## src/rtl/fetch_unit_pkg.sv

```systemverilog
// Shared definitions for the instruction-fetch front end: default widths,
// the NOP used for trapped fetches, and the fetch FSM state encoding.
package fetch_unit_pkg;

    localparam int DATA_WIDTH = 32;
    localparam int INSTR_WIDTH = 32;
    localparam int COUNT_WIDTH = 16;

    localparam logic [31:0] INSTR_NOP = 32'h0000_0013;

    typedef enum logic [2:0] {
        FETCH_IDLE = 3'd0,
        FETCH_REQ  = 3'd1,
        FETCH_WAIT = 3'd2,
        FETCH_HOLD = 3'd3,
        FETCH_DROP = 3'd4
    } fetch_state_t;

endpackage

```

## src/rtl/fetch_unit.sv

```systemverilog
// Instruction-fetch front end. Issues one word-aligned request at a time to
// instruction memory, holds the returned word for decode under a valid/ready
// handshake, and pulses o_pc_advance when decode takes the instruction.
// Optional feature macro: FETCH_MISALIGN_TRAP_EN (misaligned PC produces a
// NOP with o_fetch_fault instead of a memory request).
module fetch_unit
    import fetch_unit_pkg::*;
#(
    parameter int ADDR_W  = DATA_WIDTH,
    parameter int INSTR_W = INSTR_WIDTH,
    parameter int CNT_W   = COUNT_WIDTH
) (
    input  logic               i_clk,
    input  logic               i_reset,
    input  logic [ADDR_W-1:0]  i_pc_addr,
    input  logic               i_flush,
    output logic               o_imem_req,
    output logic [ADDR_W-1:0]  o_imem_addr,
    input  logic               i_imem_ready,
    input  logic               i_imem_rvalid,
    input  logic [INSTR_W-1:0] i_imem_rdata,
    output logic               o_instr_valid,
    input  logic               i_instr_ready,
    output logic [INSTR_W-1:0] o_instr,
    output logic [ADDR_W-1:0]  o_instr_pc,
    output logic               o_pc_advance,
    output logic               o_fetch_fault,
    output logic [CNT_W-1:0]   o_fetch_count
);

    fetch_state_t       r_state;
    fetch_state_t       w_next_state;
    logic [INSTR_W-1:0] r_instr;
    logic [ADDR_W-1:0]  r_instr_pc;
    logic [CNT_W-1:0]   r_fetch_count;
    logic               r_fault;

    logic [ADDR_W-1:0]  w_aligned_addr;
    logic               w_misaligned;
    logic               w_imem_req;
    logic               w_accept;
    logic               w_capture;
    logic               w_trap;
    logic               w_handoff;
    logic               w_leave_hold;

    assign w_aligned_addr = {i_pc_addr[ADDR_W-1:2], 2'b00};

`ifdef FETCH_MISALIGN_TRAP_EN
    assign w_misaligned = |i_pc_addr[1:0];
`else
    assign w_misaligned = 1'b0;
`endif

    // State register; reset always returns the fetch engine to IDLE.
    always_ff @(posedge i_clk) begin
        if (i_reset) begin
            r_state <= FETCH_IDLE;
        end else begin
            r_state <= w_next_state;
        end
    end

    // Next-state and handshake decode; flush outranks both memory and decode.
    always_comb begin
        w_next_state = r_state;
        w_imem_req   = 1'b0;
        w_accept     = 1'b0;
        w_capture    = 1'b0;
        w_trap       = 1'b0;
        w_handoff    = 1'b0;
        unique case (r_state)
            FETCH_IDLE: begin
                w_next_state = FETCH_REQ;
            end
            FETCH_REQ: begin
                if (!i_flush) begin
                    if (w_misaligned) begin
                        w_trap       = 1'b1;
                        w_next_state = FETCH_HOLD;
                    end else begin
                        w_imem_req = 1'b1;
                        if (i_imem_ready) begin
                            w_accept     = 1'b1;
                            w_next_state = FETCH_WAIT;
                        end
                    end
                end
            end
            FETCH_WAIT: begin
                if (i_flush) begin
                    w_next_state = i_imem_rvalid ? FETCH_REQ : FETCH_DROP;
                end else if (i_imem_rvalid) begin
                    w_capture    = 1'b1;
                    w_next_state = FETCH_HOLD;
                end
            end
            FETCH_HOLD: begin
                if (i_flush) begin
                    w_next_state = FETCH_REQ;
                end else if (i_instr_ready) begin
                    w_handoff    = 1'b1;
                    w_next_state = FETCH_REQ;
                end
            end
            FETCH_DROP: begin
                if (i_imem_rvalid) begin
                    w_next_state = FETCH_REQ;
                end
            end
            default: begin
                w_next_state = FETCH_IDLE;
            end
        endcase
    end

    assign w_leave_hold = (r_state == FETCH_HOLD) && (w_next_state != FETCH_HOLD);

    // Capture registers and handoff counter; contents only change outside HOLD
    // so decode always sees a stable instruction while it is valid.
    always_ff @(posedge i_clk) begin
        if (i_reset) begin
            r_instr       <= '0;
            r_instr_pc    <= '0;
            r_fetch_count <= '0;
            r_fault       <= 1'b0;
        end else begin
            if (w_accept) begin
                r_instr_pc <= w_aligned_addr;
            end
            if (w_capture) begin
                r_instr <= i_imem_rdata;
            end
            if (w_trap) begin
                r_instr    <= INSTR_W'(INSTR_NOP);
                r_instr_pc <= i_pc_addr;
                r_fault    <= 1'b1;
            end else if (w_leave_hold) begin
                r_fault <= 1'b0;
            end
            if (w_handoff) begin
                r_fetch_count <= r_fetch_count + 1'b1;
            end
        end
    end

    assign o_imem_req    = w_imem_req & ~i_reset;
    assign o_imem_addr   = o_imem_req ? w_aligned_addr : '0;
    assign o_instr_valid = (r_state == FETCH_HOLD) & ~i_reset;
    assign o_pc_advance  = w_handoff & ~i_reset;
    assign o_instr       = r_instr;
    assign o_instr_pc    = r_instr_pc;
    assign o_fetch_fault = r_fault;
    assign o_fetch_count = r_fetch_count;

endmodule

```

## config.mk

```make
export PLATFORM = sky130hd
export DESIGN_NAME = fetch_unit
export DESIGN_NICKNAME = d
export VERILOG_FILES = /design/src/rtl/fetch_unit_pkg.sv /design/src/rtl/fetch_unit.sv
export SDC_FILE = /design/constraint.sdc
export NUM_CORES = 1
export LEC_CHECK = 0
export CAP_MARGIN = 10
export CORE_MARGIN = 1.5
export CORE_UTILIZATION = 43
export CTS_BUF_LIST = sky130_fd_sc_hd__clkbuf_8
export DETAILED_ROUTE_END_ITERATION = 6
export PLACE_DENSITY_LB_ADDON = 0.25
export SLEW_MARGIN = 0
export SYNTH_ARGS = -nofsm -noshare
export SYNTH_HDL_FRONTEND = slang
export SYNTH_SLANG_ARGS = --single-unit
```

## constraint.sdc

```tcl
create_clock -name i_clk -period 4.55 [get_ports i_clk]
set_input_delay 0.91 -clock i_clk [delete_from_list [all_inputs] [get_ports i_clk]]
set_output_delay 0.91 -clock i_clk [all_outputs]
set_load 0.1 [all_outputs]
```

==> results.sh <==
export IMPL_synth_edff_count=0
export IMPL_routedWlPerCell_um=14.6
export IMPL_netlist_instances=425
export IMPL_timing_fmax_mhz=268
export IMPL_max_slew_worst_pin_slew_ns=1.14
export IMPL_yosys_area_top_type="dfxtp_1"
export IMPL_drc_errors=0
export IMPL_final_antenna_net_count=0
export IMPL_numCtsBuffers=9
export IMPL_ir_drop_v=0.000256
export IMPL_hpwl_um=7070
export IMPL_post_cts_buffers=0
export IMPL_grt_antenna_before_repair=0
export IMPL_dieHeight_um=91.2
export IMPL_slew_violations=0
export IMPL_antennaDiodeCount=0
export IMPL_drive_gt1_frac=0.103
export IMPL_dieArea_um2=8320
export IMPL_relSlewSlack=0.238
export IMPL_syn_area_um2=3350
export IMPL_cts_repair_resized=0
export IMPL_ys_seq_elements=81
export IMPL_crit_chain="clkdlybuf4s50_1, buf_4, nor2_1, and4bb_2, and2_1, buf_12"
export IMPL_synth_flop_cell="dfxtp_1"
export IMPL_synth_most_common_cell="nand2_1"
export IMPL_worstSetupEndpointType="output pin"
export IMPL_h_tree_depth=3
export IMPL_start_util=0.452
export IMPL_hold_buffers=0
export IMPL_grt_max_degree=50
export IMPL_core_area_um2=7410
export IMPL_setup_tns_ns=0
export IMPL_status="complete, no violations"
export IMPL_final_util=0.760
export IMPL_hold_path_class="flop to flop"
export IMPL_placement_io_buffers=178
export IMPL_die_w_um=91.2
export IMPL_async_reset_ff_frac=0
export IMPL_path_class="input port to output pin"
export IMPL_critPathMaxFanout=31
export IMPL_cts_tree="built"
export IMPL_synth_warnings=0
export IMPL_rrSetupSlack_ns=2.43
export IMPL_yosysUniqueCellTypes=35
export IMPL_grt_pass1_vias=3426
export IMPL_viasPerCell=5.04
export IMPL_clkTransAtPathRegs_ns=0.08
export IMPL_synthTopCellsByCount="nand2_1 (134), dfxtp_1 (81), a21oi_1 (69)"
export IMPL_cp_data_arrival_time_ns=2.82
export IMPL_routed_wirelength_um=10100
export IMPL_rsz0062_at_grt="no"
export IMPL_overflow=0
export IMPL_drv_cap=0
export IMPL_first_pass_iters=4
export IMPL_finalPower_uw=1540
export IMPL_worstSetupStartpointType="input port"
export IMPL_place_congestion=0.786
export IMPL_clock_skew_ns=0.00701
export IMPL_vias=3489
export IMPL_yosys_area_top_type_share=0.484
export IMPL_grtUsageTotal=0.241
export IMPL_grt_pass1_wl_um=16100
export IMPL_clock_sinks=81
export IMPL_cpPeakStageDelay_ns=0.63
export IMPL_rows=31
export IMPL_hold_viol_final=0
export IMPL_required_ns=3.64
export IMPL_setup_viol=0
export IMPL_slowest_stage="and4bb_2"
export IMPL_synth_area_leaders="dfxtp_1 (48%), nand2_1 (15%), a21oi_1 (10%)"
export IMPL_leakagePower_uw=0.00198
export IMPL_clk_path_buf_depth=2
export IMPL_clock_latency_ns=0.34
export IMPL_ys_seq_area_frac=0.484
export IMPL_ctsRootBufferMaster="clkbuf_8"
export IMPL_drt_first_iter_violations=125
export IMPL_period_minus_slack_ns=3.73
export IMPL_avgSynthCellArea_um2=7.88
export IMPL_pin_count=186
export IMPL_period_share=0.820
export IMPL_nets=659
export IMPL_power_per_cell_area_nw_per_um2=273
export IMPL_area_delta_synth_final_pct=68.2
sequential cells by signal, indices dropped and copies added (netlist names):
name and cells:
r_state 3, o_fetch_count 16, o_instr 32, o_instr_pc 30
worst max-delay path: cells and delay by family:
kind | cells | cell delay [ns]
and+or+nand+nor | 3 | 1.14
buffers and inverters | 3 | 0.75
report_power, final:
group / total, µW / internal, µW / switching, µW
combinational: 318 / 109 / 209
clock: 491 / 209 / 282
sequential: 727 / 719 / 7.90
area by class of cell:
type / count / area [µm²]
Timing Repair Buffer: 182 / 2120
Clock inverter: 7 / 62.6
Inverter: 1 / 3.75
Fill cell: 532 / 1780
Tap cell: 99 / 124
Multi-Input combinational cell: 313 / 1580
Clock buffer: 9 / 124
Sequential cell: 81 / 1620
cell usage in the layout (no fill, tap or decap), types with 2 or more instances in the layout:
| cell | synthesis | routed |
|---|---|---|
| xnor2_1 | 5 | 5 |
| clkinv_4 | 0 | 3 |
| nor3_1 | 4 | 4 |
| or4_1 | 6 | 6 |
| conb_1 | 1 | 5 |
| o31ai_1 | 4 | 4 |
| xor2_1 | 2 | 2 |
| a21oi_1 | 69 | 69 |
| nand3_1 | 5 | 5 |
| nor2_1 | 15 | 15 |
| inv_6 | 0 | 2 |
| clkbuf_8 | 0 | 9 |
| buf_12 | 0 | 30 |
| dfxtp_1 | 81 | 81 |
| and4_1 | 2 | 2 |
| nand2_1 | 134 | 134 |
| nand4_1 | 3 | 3 |
| nor4_1 | 6 | 6 |
| o21ai_0 | 3 | 3 |
| clkdlybuf4s50_1 | 0 | 144 |
| nor2b_1 | 3 | 3 |
| mux2_2 | 3 | 3 |
| and2_1 | 31 | 31 |
| and4bb_2 | 2 | 2 |
| buf_4 | 6 | 6 |
stage by stage:
stage                     setup WS [ns]  instance area (µm²)  hold WS [ns]  std cells
after detailed placement          0.832                 5420         0.446        675
after global placement            0.864                 5420         0.441        675
after global routing              0.703                 5630         0.475        692
final                             0.821                 5630         0.455        692
after CTS                         0.814                 5600         0.458        691
after floorplan                   0.260                 3360         0.524        429
logic make-up after synthesis:
kind of cell    count (synthesis)  synth area share
simple gates                  220             0.314
mux                             4            0.0131
flops                          81             0.484
fa+ha+maj                       1           0.00374
other cells                     1           0.00112
buf+inv                        35            0.0493
compound gates                 76             0.117
xor+xnor                        7            0.0183
metal layers:
metal	wire length, µm	vias to the layer above	GRT usage
met5	0	-	0
met4	235	0	0.0911
met3	771	17	0.0812
met2	5020	133	0.422
met1	4080	1618	0.267
li1	-	1721	-
path summary, 6_finish.rpt:
kind	from	end	cells after the start
max	i_flush	o_imem_addr[21]	6
min	o_instr[3]	o_instr[3]	2
max reg2reg	r_state[0]	o_instr_pc[19]	4
min reg2reg	o_instr[3]	o_instr[3]	2
Note: power is estimated with default switching activity, not from simulation.
